**src/rtl/vga_timing.sv**
```systemverilog
// vga_timing: raster-scan generator for the VGA path, one pixel per clock.
//
// Ports:
//   clk          pixel clock; all logic on the rising edge
//   rst          synchronous reset, active-high
//   sx, sy       current column / line (0..H_TOTAL-1, 0..V_TOTAL-1)
//   de           display enable: high inside the visible H_RES x V_RES area
//   hsync/vsync  sync outputs, active level set by H_POL / V_POL
//   line_start   one-clock pulse at sx==0
//   frame_start  one-clock pulse at (0,0)
//   frame_count  frames completed since reset, mod 256
//
// Every output is a flop computed from the same next position, so all
// outputs describe the (sx, sy) presented in the same cycle.
module vga_timing #(
  parameter int unsigned H_RES  = 640,
  parameter int unsigned H_FP   = 16,
  parameter int unsigned H_SYNC = 96,
  parameter int unsigned H_BP   = 48,
  parameter int unsigned V_RES  = 480,
  parameter int unsigned V_FP   = 10,
  parameter int unsigned V_SYNC = 2,
  parameter int unsigned V_BP   = 33,
  parameter bit          H_POL  = 1'b0,
  parameter bit          V_POL  = 1'b0
) (
  input  logic       clk,
  input  logic       rst,
  output logic [9:0] sx,
  output logic [9:0] sy,
  output logic       de,
  output logic       hsync,
  output logic       vsync,
  output logic       line_start,
  output logic       frame_start,
  output logic [7:0] frame_count
);

  localparam int unsigned H_TOTAL = H_RES + H_FP + H_SYNC + H_BP;
  localparam int unsigned V_TOTAL = V_RES + V_FP + V_SYNC + V_BP;

  if (H_TOTAL > 1024) begin : g_h_total_check
    $error("vga_timing: H_TOTAL exceeds 1024");
  end
  if (V_TOTAL > 1024) begin : g_v_total_check
    $error("vga_timing: V_TOTAL exceeds 1024");
  end

  // Inclusive bounds keep every comparison at 10 bits even when a total is 1024.
  localparam logic [9:0] H_LAST       = 10'(H_TOTAL - 1);
  localparam logic [9:0] V_LAST       = 10'(V_TOTAL - 1);
  localparam logic [9:0] H_ACT_LAST   = 10'(H_RES - 1);
  localparam logic [9:0] V_ACT_LAST   = 10'(V_RES - 1);
  localparam logic [9:0] H_SYNC_FIRST = 10'(H_RES + H_FP);
  localparam logic [9:0] H_SYNC_LAST  = 10'(H_RES + H_FP + H_SYNC - 1);
  localparam logic [9:0] V_SYNC_FIRST = 10'(V_RES + V_FP);
  localparam logic [9:0] V_SYNC_LAST  = 10'(V_RES + V_FP + V_SYNC - 1);

  logic [9:0] sx_q, sx_d;
  logic [9:0] sy_q, sy_d;
  logic       de_q, de_d;
  logic       hsync_q, hsync_d;
  logic       vsync_q, vsync_d;
  logic       line_start_q, line_start_d;
  logic       frame_start_q, frame_start_d;
  logic [7:0] frame_count_q, frame_count_d;
  // Low for the reset cycles; the first edge after release presents (0,0)
  // instead of advancing, and that first frame_start does not count a frame.
  logic       run_q, run_d;

  // NOTE: every signal gets a default at the top of always_comb so no path
  // leaves it unassigned; otherwise synthesis infers a latch.
  always_comb begin
    sx_d          = sx_q;
    sy_d          = sy_q;
    run_d         = 1'b1;

    if (!run_q) begin
      sx_d = '0;
      sy_d = '0;
    end else if (sx_q == H_LAST) begin
      sx_d = '0;
      sy_d = (sy_q == V_LAST) ? '0 : sy_q + 10'd1;
    end else begin
      sx_d = sx_q + 10'd1;
    end

    // Decode from the next position so the decoded flags land with it.
    de_d          = (sx_d <= H_ACT_LAST) && (sy_d <= V_ACT_LAST);
    hsync_d       = ((sx_d >= H_SYNC_FIRST) && (sx_d <= H_SYNC_LAST)) ? H_POL : ~H_POL;
    vsync_d       = ((sy_d >= V_SYNC_FIRST) && (sy_d <= V_SYNC_LAST)) ? V_POL : ~V_POL;
    line_start_d  = (sx_d == '0);
    frame_start_d = (sx_d == '0) && (sy_d == '0);
    frame_count_d = frame_count_q + {7'd0, frame_start_d & run_q};
  end

  // NOTE: sequential state uses non-blocking assignments so every flop
  // samples the pre-edge values regardless of statement order.
  always_ff @(posedge clk) begin
    if (rst) begin
      sx_q          <= '0;
      sy_q          <= '0;
      de_q          <= 1'b0;
      hsync_q       <= ~H_POL;
      vsync_q       <= ~V_POL;
      line_start_q  <= 1'b0;
      frame_start_q <= 1'b0;
      frame_count_q <= '0;
      run_q         <= 1'b0;
    end else begin
      sx_q          <= sx_d;
      sy_q          <= sy_d;
      de_q          <= de_d;
      hsync_q       <= hsync_d;
      vsync_q       <= vsync_d;
      line_start_q  <= line_start_d;
      frame_start_q <= frame_start_d;
      frame_count_q <= frame_count_d;
      run_q         <= run_d;
    end
  end

  assign sx          = sx_q;
  assign sy          = sy_q;
  assign de          = de_q;
  assign hsync       = hsync_q;
  assign vsync       = vsync_q;
  assign line_start  = line_start_q;
  assign frame_start = frame_start_q;
  assign frame_count = frame_count_q;

endmodule

```
**config.mk**
```make
export PLATFORM = sky130hd
export DESIGN_NAME = vga_timing
export DESIGN_NICKNAME = d
export VERILOG_FILES = /design/src/rtl/vga_timing.sv
export SDC_FILE = /design/constraint.sdc
export NUM_CORES = 1
export LEC_CHECK = 0
export CELL_PAD_IN_SITES_DETAIL_PLACEMENT = 0
export CELL_PAD_IN_SITES_GLOBAL_PLACEMENT = 1
export CORE_ASPECT_RATIO = 0.75
export CORE_UTILIZATION = 46
export CTS_CLUSTER_DIAMETER = 200
export DETAILED_ROUTE_END_ITERATION = 10
export DONT_BUFFER_PORTS = 1
export PLACE_DENSITY_LB_ADDON = 0.1
export SETUP_SLACK_MARGIN = 0.5
export SLEW_MARGIN = 5
export SYNTH_ARGS = -nofsm -noshare
export SYNTH_HDL_FRONTEND = slang
export SYNTH_SLANG_ARGS = --single-unit
```
**constraint.sdc**
```tcl
create_clock -name clk -period 4.7 [get_ports clk]
set_input_delay 0.47 -clock clk [delete_from_list [all_inputs] [get_ports clk]]
set_output_delay 0.47 -clock clk [all_outputs]
set_load 0.005 [all_outputs]
```
==> key figures, run 1 <==
Status
  • Status: completed

Floorplanning
  • Die W: 73.4 microns
  • DIE AREA: 4070 sq um
  • Chip height: 55.5 microns
  • Initial Utilization: 0.480
  • Row Count: 19
  • Ports: 35
  • Core area: 3660 sq um

Layout
  • Commonest non-fill, non-tap cells in the layout: 34 x nor2_1, 34 x dfxtp_1, 12 x nand2_1
  • Fin area: 1870 sq um
  • Layout Nets: 212
  • Ant. Diodes: 0
  • Area grow syn2layout: 6.55%
  • Share of layout cells above drive strength 1: 0.0680
  • Post-route insts no fill: 258
  • Final core utilization: 0.511

Global route
  • GRT Residual Overflow: 0
  • Total track usage: 0.221
  • Vias in the first global route: 1,357
  • Initial antenna violation count: 0
  • Largest net degree at the start of global routing: 16
  • First-pass GRT wire length: 6710 microns

Clock tree
  • Max Root-Sink Buffers: 2
  • Post-CTS Setup Inserts: 0
  • CTS buffer count: 5
  • CTS tree: built
  • CTS root buffer: clkbuf_8
  • TritonCTS sink count: 34
  • H-Tree Depth: 2
  • Clock-pin slew on the worst setup and hold paths: 70 ps
  • Worst skew pair latency: 290 ps

Power and ir drop
  • Peak supply drop: 170 uV
  • PwrDens: 287 nW/um^2
  • Static leakage: 0.658 nW
  • Overall Power: 537 uW

Yosys
  • Most used DFF post-synth: dfxtp_1
  • Synthesized Nets: 217
  • Number of synthesized flops with an enable pin: 0
  • Yosys cell types: 44
  • Yosys reg bits: 34
  • Post-Syn Area per Cell: 8.37 sq um
  • Post-synthesis sequential area ratio: 0.387
  • Fraction of registers with async set or reset after synthesis: 0
  • Yosys Warn Count: 0
  • Post-synthesis instance area: 1760 sq um
  • Synth Instances: 210

Critical path
  • Family with the most delay on the worst path: simple AND/OR/NAND/NOR gates
  • Crit-path max FO: 15
  • End of the worst register-to-register path: frame_count[7]$_SDFF_PP0_
  • Critical Path AT: 4020 ps
  • Worst reg2reg path depth: 12
  • Crit. End Element: flip-flop
  • R2R Path Start: sx[1]$_SDFF_PP0_
  • Slowest CP cell: or3_4
  • CP Cell Sequence: ha_1 > nand4_1 > or3_4 > or4_4 > a211oi_2 > nand4_1 > a2111oi_2 > ha_1 > and3_1 > nand3_1 > xor2_1 > nor2_1
  • Max stage delay on crit path: 550 ps
  • Critical path class: reg2reg
  • WP buf/inv: 0
  • Crit path required time: 4890 ps
  • Startpoint types: flip-flop
  • Flop-to-flop setup slack: 870 ps

Timing
  • RSZ-0062 raised after global routing: false
  • Final hold slack: 242 ps
  • Worst-margin pin slew: 636 ps
  • Slew margin rel.: 0.574
  • Post-route clock period utilization: 0.815
  • Fin crit period: 3830 ps
  • Fin Clk Skew: 7.52 ps
  • Setup violations, final: 0
  • Max Clk Rate: 0.261 GHz
  • Setup tns final: 0 ps
  • Post-route setup slack: 871 ps
  • Slew Limit Fails: 0
  • Hold Vio Cnt, Final: 0

Drt
  • Vias: 1,519
  • DR WL/cell: 15.9 microns
  • Drt pass-1 iters: 4
  • Final ANT Viol Nets: 0
  • DRT iter0 DRCs: 88
  • Mean number of vias per cell: 5.89
  • # DRC: 0
  • Final wirelength: 4110 microns

Placement
  • Placer Congestion: 0.904
  • Placed Cells incl. Taps: 250
  • DPL Wire Length: 3020 microns
  • Placed Area: 1770 sq um
  • Input/output buffers: 0
  • Dpl ws: 761 ps

Hold path
  • Worst hold path endpoint: frame_count[7]$_SDFF_PP0_
  • HP Class: in2reg
  • Hold path start: rst
  • Hold path depth: 1

Job
  • Max_cap viols: 0
## flip-flops by register name, summed over array words and instances (netlist names)
| register | cells |
|---|---|
| run_q | 1 |
| frame_count | 8 |
| sx | 10 |
| frame_start | 1 |
| de | 1 |
| hsync | 1 |
| vsync | 1 |
| sy | 10 |
| line_start | 1 |
## per-layer routing
layer  part of all wire  track usage  vias to the layer above
met5                  0            0                        -
met4              0.017       0.0907                        0
met3              0.095       0.0785                        7
met2               0.41        0.291                       62
met1               0.48        0.321                      707
li1                   -            -                      743
## cells in the mapped netlist (2+ instances only)
cell | count | area, sq um
a31oi_1 | 3 | 18.8
nor2_1 | 34 | 128
dfxtp_1 | 34 | 681
nor2b_1 | 2 | 12.5
xnor2_1 | 10 | 87.6
nand3_1 | 10 | 50.1
nor4_1 | 3 | 18.8
mux2i_1 | 2 | 20.0
clkbuf_1 | 8 | 30.0
or3_1 | 2 | 12.5
and4_1 | 5 | 43.8
nand4_1 | 9 | 56.3
ha_1 | 5 | 62.6
nor3b_1 | 2 | 15.0
nor3_1 | 5 | 25.0
nand4b_1 | 2 | 17.5
inv_1 | 10 | 37.5
o21ai_0 | 4 | 20.0
o311ai_1 | 2 | 17.5
nand2_1 | 12 | 45.0
buf_2 | 4 | 20.0
o211ai_1 | 2 | 15.0
xor2_1 | 8 | 70.1
a21oi_1 | 5 | 25.0
or4_1 | 2 | 15.0
and3_1 | 6 | 37.5
nor4b_1 | 2 | 17.5
## logic make-up after synthesis
logic type / synth area share
AOI/OAI and AO/OA: 0.120
DFF: 0.387
muxes: 0.0114
buffers and inverters: 0.0499
adders and majority gates: 0.0356
xor gates and xnor gates: 0.0897
and+or+nand+nor: 0.306
## worst max path at each step
stage	start	endpoint	slack (ps)	cells past startpoint
3_5_place_dp	sx[1]$_SDFF_PP0_	frame_count[7]$_SDFF_PP0_	760	12
2_1_floorplan	sx[1]$_SDFF_PP0_	frame_count[5]$_SDFF_PP0_	1120	14
4_1_cts	sx[1]$_SDFF_PP0_	frame_count[7]$_SDFF_PP0_	740	12
3_3_place_gp	sx[1]$_SDFF_PP0_	frame_count[7]$_SDFF_PP0_	870	12
5_1_grt	sx[1]$_SDFF_PP0_	frame_count[5]$_SDFF_PP0_	570	12
6_report	sx[1]$_SDFF_PP0_	frame_count[7]$_SDFF_PP0_	870	12
## power by group
group | internal [mW] | switching (mW) | total (mW)
combinational | 0.00523 | 0.00776 | 0.0130
clock | 0.118 | 0.109 | 0.226
sequential | 0.293 | 0.00522 | 0.298
## cell type report
type / instances / area (sq um)
flip-flops and latches: 34 / 681
clock inverters: 2 / 12.5
well taps: 52 / 65.1
fillers: 359 / 1790
inverters: 10 / 37.5
multi-input cells: 154 / 993
clock buffers: 6 / 82.6
## timing repair
| action | 4_1_cts | 5_1_grt |
|---|---|---|
| resized for setup | 0 | 1 |
| hold buffers | 0 | 0 |
| endpoints found under the setup margin | 0 | 4 |
Note: power is estimated with default switching activity, not from simulation.
==> run 2, diff against run 1 <==
Clock period 4.7 ns to 4 ns, I/O delays scaled along.
==> key figures, run 2 (synthesis results as in run 1) <==
Clock tree
  • Max Root-Sink Buffers: 2 (unchanged)
  • CTS buffer count: 5 (unchanged)
  • CTS root buffer: clkbuf_8
  • Worst skew pair latency: 280 ps (about the same)
  • TritonCTS sink count: 34 (unchanged)
  • Cts hold-fix bufs: 0 (unchanged)
  • Clock-pin slew on the worst setup and hold paths: 70 ps (about the same)
  • CTS tree: built
  • H-Tree Depth: 2 (unchanged)
  • Post-CTS Setup Inserts: 0 (unchanged)

Placement
  • Input/output buffers: 0 (unchanged)
  • Placer Congestion: 0.852 (-5.8%)
  • DPL Wire Length: 3100 microns (+2.5%)

Drt
  • DR WL/cell: 16.6 microns (+3.8%)
  • DRT iter0 DRCs: 90 (+2.3%)
  • # DRC: 0 (unchanged)
  • Mean number of vias per cell: 5.93 (+0.67%)
  • Final wirelength: 4320 microns (+5.0%)
  • Drt pass-1 iters: 4 (unchanged)
  • Vias: 1,547 (+1.8%)
  • Final ANT Viol Nets: 0 (unchanged)

Critical path
  • R2R Path Start: sx[5]$_SDFF_PP0_
  • CP Cell Sequence: or3_4 > or3_4 > buf_6 > or4_1 > o311ai_1 > nand4_1 > a2111oi_4 > ha_2 > and3_4 > nand3_1 > xor2_1 > nor2_1
  • Critical Path Most Common Cell: or3_4
  • Worst Setup SP: sx[5]$_SDFF_PP0_
  • Max stage delay on crit path: 460 ps (-90 ps)
  • Crit. End Element: flip-flop
  • Crit-path max FO: 14 (-1)
  • Startpoint types: flip-flop
  • Critical Path AT: 3560 ps (-460 ps)
  • Slowest CP cell: or4_1
  • Critical path class: reg2reg
  • Crit path required time: 4180 ps (-710 ps)

Power and ir drop
  • Internal: 601 uW (+45%)
  • Clk pwr share: 0.509 (+0.088)
  • Sw Ratio: 0.197 (-0.0297)
  • PwrDens: 377 nW/um^2 (+31%)
  • Static leakage: 0.692 nW (+5.0%)
  • Comb pwr share: 0.023 (about the same)
  • Peak supply drop: 273 uV (+61%)
  • Psw: 147 uW (+21%)
  • Register share of total power: 0.469 (-0.085)

Global route
  • Total track usage: 0.228 (+0.00731)
  • Largest net degree at the start of global routing: 15 (-1)
  • M1 GR Usage: 0.325 (+0.00412)
  • Met3 Use GR: 0.0858 (+0.00730)
  • GRT Residual Overflow: 0 (unchanged)
  • M2 GR Usage: 0.313 (+0.0225)
  • First-pass GRT wire length: 7040 microns (+5.0%)
  • Initial antenna violation count: 0 (unchanged)
  • Vias in the first global route: 1,435 (+5.7%)
  • GR peak layer: met1

Job
  • Max_cap viols: 0 (unchanged)

Floorplanning
  • Initial Utilization: 0.480 (unchanged)
  • Chip height: 55.5 microns (unchanged)
  • Ports: 35 (unchanged)
  • Die W: 73.4 microns (unchanged)
  • Core area: 3660 sq um (unchanged)
  • DIE AREA: 4070 sq um (unchanged)
  • Row Count: 19 (unchanged)

Timing
  • Slew margin rel.: 0.534 (-0.0400)
  • Setup violations, final: 0 (unchanged)
  • RSZ-0062 raised after global routing: false
  • Fin crit period: 3380 ps (-453 ps)
  • Post-route clock period utilization: 0.844 (+0.0293)
  • Setup tns final: 0 ps (unchanged)
  • Max Clk Rate: 0.296 GHz (+13%)
  • Worst-margin pin slew: 693 ps (+57.1 ps)
  • Final hold slack: 176 ps (-66.5 ps)
  • Slew Limit Fails: 0 (unchanged)
  • Fin Clk Skew: 6.07 ps (-1.45 ps)
  • Hold Vio Cnt, Final: 0 (unchanged)

Layout
  • Ant. Diodes: 0 (unchanged)
  • Layout Nets: 215 (+1.4%)
  • Area grow syn2layout: 13.0%
  • Commonest non-fill, non-tap cells in the layout: 34 x nor2_1, 28 x dfxtp_1, 12 x nand2_1
  • Most common cell after layout, fill and taps aside: nor2_1
  • Share of layout cells above drive strength 1: 0.129 (+0.0612)

Hold path
  • HP Class: in2reg
  • Hold path start: rst

Status
  • Status: completed
-- run 2: stage by stage --
step	utilization	area (sq um)	setup WS [ps]	instances	power (mW)
after floorplan	-	1760	518	210	0.369
after global placement	0.490	1790	554	253	0.373
after detailed placement	0.490	1790	433	253	0.373
after CTS	0.530	1940	539	261	0.753
after global routing	0.542	1990	491	261	0.775
final	0.542	1990	624	261	0.748
-- run 2: final timing paths --
kind | end | slack, ps | cells past startpoint
worst max-delay path | frame_count[7]$_SDFF_PP0_ | 620 | 12
worst min-delay path | frame_count[1]$_SDFF_PP0_ | 180 | 1
worst max register to register | frame_count[7]$_SDFF_PP0_ | 620 | 12
worst min register to register | sx[0]$_SDFF_PP0_ | 500 | 1
-- run 2: power groups by stage --
stage | logic [mW] | clock network [mW] | registers, mW
2_1_floorplan | 0.0145 | 0 | 0.355
3_3_place_gp | 0.0151 | 0 | 0.358
3_5_place_dp | 0.0151 | 0 | 0.358
4_1_cts | 0.0153 | 0.387 | 0.350
5_1_grt | 0.0196 | 0.404 | 0.352
6_report | 0.0170 | 0.381 | 0.351
-- run 2: critical path, delay by kind of cell (launching register included) --
family,cells,cell delay [ps]
adders and majority gates,1,250
AOI/OAI and AO/OA,2,450
buffers and inverters,1,150
DFF,1,370
xor gates and xnor gates,1,180
and+or+nand+nor,7,1860
-- run 2: repair_timing --
action                                  CTS  global route
resized for setup                         4            10
pin swaps                                 0             3
endpoints found under the setup margin    4             4
-- run 2: area by class of cell --
cell class,instances,area [sq um]
Fill cell,371,1680
Multi-Input combinational cell,154,1030
Sequential cell,34,688
Clock buffer,5,68.8
Clock inverter,3,68.8
Tap cell,52,65.1
Inverter,10,37.5
Timing Repair Buffer,3,26.3
-- run 2: layer usage --
metal | up-vias | routed length [microns]
met5 | - | 0
met4 | 0 | 46
met3 | 6 | 317
met2 | 59 | 1850
met1 | 735 | 2110
li1 | 747 | -
